--- config.mk ---
export PLATFORM = sky130hd
export DESIGN_NAME = ov7670_capture
export DESIGN_NICKNAME = d
export VERILOG_FILES = /design/src/rtl/ov7670_capture.sv
export SDC_FILE = /design/constraint.sdc
export NUM_CORES = 1
export LEC_CHECK = 0
export CORE_MARGIN = 2
export CORE_UTILIZATION = 39
export CTS_BUF_LIST = sky130_fd_sc_hd__clkbuf_4 sky130_fd_sc_hd__clkbuf_8 sky130_fd_sc_hd__clkbuf_16
export DETAILED_ROUTE_END_ITERATION = 16
export PLACE_DENSITY = 0.67
export SLEW_MARGIN = 20
export SYNTH_ARGS = -nofsm -noshare
export SYNTH_HDL_FRONTEND = slang
export SYNTH_SLANG_ARGS = --single-unit
--- constraint.sdc ---
create_clock -name clk -period 2.4 [get_ports clk]
set_clock_uncertainty 0.1 [all_clocks]
set_input_delay 0.48 -clock clk [delete_from_list [all_inputs] [get_ports clk]]
set_output_delay 0.48 -clock clk [all_outputs]
set_load 0.005 [all_outputs]
--- src/rtl/ov7670_capture.sv ---
// rtl/ov7670_capture.sv - OV7670 RGB565 capture, 8x decimation, RGB444 frame buffer writer
//
// Ports:
//   clk, reset              system clock (only clock), synchronous active-high reset
//   cam_pclk/vsync/href/d   raw asynchronous camera bus, oversampled here
//   capture_en              1 = keep capturing frames, 0 = stop after the current frame
//   wr_en/wr_addr/wr_data   frame buffer write port, one strobe per kept pixel
//   frame_done              one-cycle pulse at the end of a captured frame
//   busy                    high while a frame is being captured

module ov7670_capture #(
    parameter int c_img_cols    = 80,
    parameter int c_img_rows    = 60,
    parameter int c_nb_img_pxls = 13,
    parameter int c_decim_log2  = 3,
    parameter int c_nb_buf      = 12
) (
    input  logic                     clk,
    input  logic                     reset,
    input  logic                     cam_pclk,
    input  logic                     cam_vsync,
    input  logic                     cam_href,
    input  logic [7:0]               cam_d,
    input  logic                     capture_en,
    output logic                     wr_en,
    output logic [c_nb_img_pxls-1:0] wr_addr,
    output logic [c_nb_buf-1:0]      wr_data,
    output logic                     frame_done,
    output logic                     busy
);

    localparam logic [c_nb_img_pxls-1:0] c_last_addr = c_nb_img_pxls'(c_img_cols * c_img_rows - 1);
    localparam logic [9:0]               c_col_lim   = 10'(c_img_cols);
    localparam logic [8:0]               c_row_lim   = 9'(c_img_rows);

    typedef enum logic [1:0] {
        IDLE,
        WAIT_VS,
        WAIT_ACT,
        ACTIVE
    } state_t;

    state_t state, state_nxt;

    // Control sync stages pack {vsync, href, pclk}; s3 exists only for edge detection.
    logic [2:0] ctl_s1, ctl_s2, ctl_s3;
    logic [7:0] d_s1, d_s2;

    logic vsync_s2, href_s2, pclk_rise, href_fall, vsync_rise;

    logic       phase;
    logic [6:0] byte0;          // {R[4:1], G[5:3]} of the first byte; R[0] is never used
    logic [9:0] src_col;
    logic [8:0] src_row;
    logic       pix_pend;
    logic [c_nb_buf-1:0] pix_data;
    logic       done_pend;
    logic       clr_frame, end_frame;
    logic       keep_pixel;

    assign vsync_s2   = ctl_s2[2];
    assign href_s2    = ctl_s2[1];
    assign pclk_rise  = ctl_s2[0] & ~ctl_s3[0];
    assign href_fall  = ctl_s3[1] & ~ctl_s2[1];
    assign vsync_rise = ctl_s2[2] & ~ctl_s3[2];

    // Keep only the top-left source pixel of each 8x8 block that lands inside the buffer.
    assign keep_pixel = (src_col[c_decim_log2-1:0] == '0) && (src_row[c_decim_log2-1:0] == '0) &&
                        ((src_col >> c_decim_log2) < c_col_lim) &&
                        ((src_row >> c_decim_log2) < c_row_lim);

    always_ff @(posedge clk) begin
        if (reset) begin
            state <= IDLE;
        end else begin
            state <= state_nxt;
        end
    end

    always_comb begin
        state_nxt = state;
        clr_frame = 1'b0;
        end_frame = 1'b0;
        unique case (state)
            IDLE: begin
                if (capture_en) state_nxt = WAIT_VS;
            end
            WAIT_VS: begin
                if (vsync_s2) state_nxt = WAIT_ACT;
            end
            WAIT_ACT: begin
                if (!vsync_s2) begin
                    state_nxt = ACTIVE;
                    clr_frame = 1'b1;
                end
            end
            ACTIVE: begin
                if (vsync_rise) begin
                    end_frame = 1'b1;
                    state_nxt = capture_en ? WAIT_ACT : IDLE;
                end
            end
            default: state_nxt = IDLE;
        endcase
    end

    always_ff @(posedge clk) begin
        if (reset) begin
            ctl_s1     <= '0;
            ctl_s2     <= '0;
            ctl_s3     <= '0;
            d_s1       <= '0;
            d_s2       <= '0;
            phase      <= 1'b0;
            byte0      <= '0;
            src_col    <= '0;
            src_row    <= '0;
            pix_pend   <= 1'b0;
            pix_data   <= '0;
            done_pend  <= 1'b0;
            wr_en      <= 1'b0;
            wr_addr    <= '0;
            wr_data    <= '0;
            frame_done <= 1'b0;
            busy       <= 1'b0;
        end else begin
            ctl_s1 <= {cam_vsync, cam_href, cam_pclk};
            ctl_s2 <= ctl_s1;
            ctl_s3 <= ctl_s2;
            d_s1   <= cam_d;
            d_s2   <= d_s1;

            // One extra register stage on both the pixel and the frame end so that
            // wr_en and frame_done land three clocks after the camera edge is first sampled.
            pix_pend   <= 1'b0;
            done_pend  <= end_frame;
            frame_done <= done_pend;
            busy       <= (state == ACTIVE);
            wr_en      <= pix_pend;
            if (pix_pend) wr_data <= pix_data;

            if (clr_frame) begin
                wr_addr <= '0;
            end else if (wr_en && wr_addr != c_last_addr) begin
                wr_addr <= wr_addr + 1'b1;
            end

            if (clr_frame) begin
                src_col <= '0;
                src_row <= '0;
                phase   <= 1'b0;
            end else if (state == ACTIVE) begin
                if (href_fall) begin
                    src_col <= '0;
                    phase   <= 1'b0;
                    if (src_row != '1) src_row <= src_row + 1'b1;
                end else if (pclk_rise && href_s2) begin
                    if (!phase) begin
                        byte0 <= {d_s2[7:4], d_s2[2:0]};
                        phase <= 1'b1;
                    end else begin
                        phase    <= 1'b0;
                        pix_pend <= keep_pixel;
                        pix_data <= c_nb_buf'({byte0[6:3], byte0[2:0], d_s2[7], d_s2[4:1]});
                        if (src_col != '1) src_col <= src_col + 1'b1;
                    end
                end
            end
        end
    end

endmodule

# Yosys cells after proc, flatten, opt, wreduce, memory -nomap -nowiden

Cells that the tools add are included.
W data, S select, Z words.

$add $sub $neg: 3
Magnitude comparators: 2
Eq/ne operators: 10
Mux-type cells: 16
Bitwise logic cells: 11
Reductions and logical operators: 20

Operators with widths:

| kind                    | count |
|---|---|
| $mux W10                | 4 |
| $add A13 B1 Y13 const B | 1 |
| $ne A13 B13 Y1 const B  | 1 |
| $add A10 B1 Y10 const B | 1 |
| $mux W2                 | 5 |
| $ne A10 B10 Y1 const B  | 1 |
| $reduce_and A5 Y1       | 2 |
| $add A9 B1 Y9 const B   | 1 |
| $ne A9 B9 Y1 const B    | 1 |
| $ne A2 B2 Y1 const B    | 4 |
| $not A1 Y1              | 8 |
| $pmux W2 S4             | 1 |
| $reduce_and A4 Y1       | 2 |
| $lt A7 B7 Y1 const B    | 1 |
| $logic_not A3 Y1        | 2 |
| $lt A6 B6 Y1 const B    | 1 |
| $mux W1                 | 6 |
| $reduce_bool A2 Y1      | 3 |
| $reduce_or A6 Y1        | 1 |
| $logic_and A1 B1 Y1     | 5 |
| $eq A2 B2 Y1 const B    | 2 |
| $reduce_or A2 Y1        | 2 |
| $and A1 B1 Y1           | 3 |
| $reduce_and A3 Y1       | 1 |
| 3 further kinds         | 3 |

Bits in registers: 96
Input bits: 14
Output and inout bits: 28
Logic and storage cells: 80

# Logic depth before layout (Yosys ltp)

Depth after elaboration: 5
Gate-level depth with buffers: 8
Gate-level depth less buffers: 7

# Least setup slack after synthesis

No wires, ideal clock.

Kind: register -> register
From: register src_row[0]
To: register src_row[7]
Library setup time: 121 ps
Data arrival time: 1765 ps
Data required time: 2179 ps
Path slack: 414 ps
Cell stages (with the launch flop): 9
Buffers on the path: 1
Clock period less this slack: 1986 ps
Path through: dfxtp_1 > ha_1 > nand4_1 > nor2_1 > ha_1 > buf_1 > nor4_1 > nand3_1 > mux2_2

Word-level cells in the longest chain between the ends: 2
Elaborated cells between the ends (all ways): 3
Classes of those cells: add/sub (1); eq/ne (1); reduce/logical (1)

Ends and longest elaborated chain:

| item                                                                  | RTL line | RTL |
|---|---|---|
| start: declaration                                                    | 54       | `logic [8:0] src_row;` |
| start signal: assignment                                              | 156      | `if (src_row != '1) src_row <= src_row + 1'b1;` |
| parallel branches: the longest is 2 deep, another holds $add A9 B1 Y9 | -        |  |

Several ways; the timed one is not identified.
A chain may end at the register's enable or synchronous reset.

# Worst setup path after layout

From: register src_col[1]
To: register src_col[5]

Word-level cells in the longest chain between the ends: 5
Elaborated cells between the ends (all ways): 8
Classes of those cells: add/sub (1); eq/ne (1); mux (4); reduce/logical (2)

Ends and longest elaborated chain:

| item                     | RTL line | RTL |
|---|---|---|
| start: declaration       | 53       | `logic [9:0] src_col;` |
| start signal: assignment | 165      | `if (src_col != '1) src_col <= src_col + 1'b1;` |
| $add A10 B1 Y10          | 165      |  |
| $mux W10                 | 165      |  |
| $mux W10                 | 158      | `if (!phase) begin` |
| $mux W10                 | 157      | `end else if (pclk_rise && href_s2) begin` |
| $mux W10                 | 153      | `if (href_fall) begin` |

Several ways; a longest one is shown, not always the timed one. The select of a mux whose other input is x is not followed.

==> flow_summary.ini <==
[worst_setup_path]
critical_path_class = flip-flop to flip-flop
crit_arrival_ns = 2.26
reg2regPathDepth = 5
path_max_fanout = 10
worstPathRequired_ns = 2.59
r2r-start = src_col[1]
worstReg2RegEnd = src_col[5]
cp-start-kind = flip-flop
critPathLaunch = src_col[1]
endpoint_kind = flip-flop
r2r_slack_ns = 0.32

[timing]
slew_viol_final = 0
fin_crit_sh = 0.8648
rsz0062_at_grt = false
period_needed_ns = 2.075
setup_violations = 0
fin_tns_setup_ns = 0
tightestPinTransition_ns = 0.7476
clock.fmax_ghz = 0.4818
slew_headroom = 0.5009
hold_viol = 0

[floorplan]
coreArea_um2 = 9240
die-width_um = 101.5
die_h_um = 101.5
num_rows = 35
start_util = 0.4015
die_area_um2 = 10310
pin_count = 42

[clock_tree]
cts_resized = 0
cts_tree = built
cts_buffers = 9
root_buffer = clkbuf_8
cts_htree_levels = 3
cts.path.max_buffers = 2
cts-hold-fix-buffers = 0
path_clk_slew_ns = 0.10
cts.sink_count = 96
worstSkewPairLatency_ns = 0.36
post-cts-setup-buffers = 0

[hold_path]
holdCritPathClass = flip-flop to flip-flop
hold_end = ctl_s2[2]
whs_path_depth = 1
worstHoldStart = ctl_s1[2]

[power]
ir_drop_mv = 0.2986
power.density_nw_per_um2 = 622.8
power_frac_comb = 0.031
p_clk_frac = 0.379
switching_share = 0.2476
p_seq_frac = 0.590
power.switching_uw = 683.5
p_leak_nw = 1.497
intPower_mw = 2.076

[synth]
syn_inst = 395
synth-warning-count = 0
ys_seq_elements = 96
seq_area_frac_synth = 0.5180
synthArstFlopShare = 0
yosysTopAreaCell = dfxtp_1
synth.area.mux_share = 0.05700
synth_compound_area_frac = 0.08971
synthSimpleGateAreaFrac = 0.2388
syn-num-nets = 415
syn_avg_cell_area_um2 = 9.392
syn-cell-area_um2 = 3710
synth_top_family_by_area = simple AND/OR/NAND/NOR gates
yosysTopAreaCellShare = 0.5180
synth_xor_area_frac = 0.03777
synth.area.top_cells = dfxtp_1 52%, mux2i_1 5.4%, nor2b_1 4.9%
synth-main-ff-cell = dfxtp_1
synthAdderAreaFrac = 0.02024
synth_edf_count = 0
synthDistinctLibCells = 44

[routing]
wl_per_cell_um = 11.83
wl_um = 6697
route.detailed.drc = 0
detail-route-antenna-nets = 0
vias = 2773
via_per_inst = 4.899
first_pass_iters = 4
drt_iter0_drc = 141

[global_routing]
grt_pass1_wl_um = 11220
use_met3 = 0.02346
grt_max_degree = 63
grt_pass1_vias = 2478
grtUsageMet1 = 0.1750
grt_util_met2 = 0.2191
top_usage_layer = met2
antenna_found_initial = 0
grt-ovfl-total = 0
grt_use_total = 0.1363

[placed_design]
dp_hpwl_um = 4523
dp.cells = 550
port_buffers = 41
gp_congestion = 0.8604

[final_layout]
final_nets = 452
final_cells = 566
area_growth_pct = 19.46
diodes = 0
drive_above_1_share = 0.07094

[job]
maxCapViolCount = 0

[outcome]
outcome = completed
cells in the final DEF, fill, tap and decap left out, types with 3 or more instances in the layout:
master,n
a311oi_1,3
nand2b_1,5
xnor2_1,14
nor2b_1,29
nor4_1,4
ha_1,6
inv_1,12
dfxtp_1,96
and3_1,3
a31oi_1,8
mux2i_1,20
nand2_1,39
nor4b_1,3
a41oi_1,7
nor3b_1,4
clkbuf_8,9
nor2_1,46
o21ai_0,7
nor3_1,5
buf_4,6
a21oi_1,19
nand3_1,8
clkdlybuf4s50_1,40
inv_8,3
and4_1,4
nand4_1,8
final cells by class:
class                      instances  area (um2)
clock buffer                       9       123.9
clock inverter                     7       83.83
fill                             876        4808
inverter                          12       45.04
multi-input combinational        266        1645
sequential                        96        1922
tap                              129       161.4
timing repair buffer              47       450.4
worst max-delay path by stage:
stage	endpoint	cells after the start
after global routing	src_col[7]	5
after CTS	src_row[7]	7
after floorplan	src_row[7]	8
after global placement	src_row[7]	7
final	src_col[5]	5
after detailed placement	src_row[7]	7
power by group through the flow:
stage | logic [mW] | registers, mW | clock network, mW
after floorplan | 0.0638 | 1.66 | 0
after global placement | 0.0863 | 1.66 | 0
after detailed placement | 0.0878 | 1.66 | 0
after CTS | 0.0878 | 1.63 | 1.08
after global routing | 0.0976 | 1.63 | 1.15
final | 0.0863 | 1.63 | 1.05
kinds of logic after synthesis:
logic type | Yosys count
simple gates | 171
flops | 96
compound gates | 52
buf+inv | 33
mux | 21
xor+xnor | 16
fa+ha+maj | 6
layer usage:
metal	vias to the layer above	share of wire
li1	1430	-
met2	53	0.46
met1	1281	0.50
met4	0	0.014
met5	-	0
met3	9	0.031
registers in the layout, indices dropped and copies added (netlist names), 2 cells and up:
register	flops
pix_data	12
src_col	10
d_s1	8
state	2
src_row	9
wr_addr	13
ctl_s3	3
d_s2	8
byte0	7
ctl_s1	3
wr_data	12
ctl_s2	3
metrics by stage:
stage	power, mW	cell area (um2)	hold slack, ns	utilization	setup slack, ns
floorplan	1.722	3710	0.3138	-	0.4145
global placement	1.750	4224	0.3190	0.4571	0.3962
detailed placement	1.753	4224	0.3212	0.4571	0.3602
CTS	2.798	4432	0.3456	0.4796	0.3379
global route	2.875	4432	0.3642	0.4796	0.1501
finish	2.760	4432	0.3424	0.4796	0.3246
worst max-delay path, cell delays in order, from the launching register on:
cell and delay [ns]:
dfxtp_1 0.39, ha_1 0.21, nand3_1 0.19, or4_1 0.59, a21o_1 0.30, a31oi_1 0.22
cells in the mapped netlist (all sizes together), types with 3 or more instances:
cell,number
o21ai,8
nand3,8
dfxtp,96
a31oi,8
and4,4
xnor2,14
nor2,46
ha,6
nor4b,3
inv,12
nand2b,5
nand4,8
clkbuf,13
nor2b,29
buf,8
a311oi,3
a21oi,19
nor3,6
mux2i,20
nor3b,4
nor4,4
nand2,39
and3,3
a41oi,7
Power figures use the tool's default switching activity.
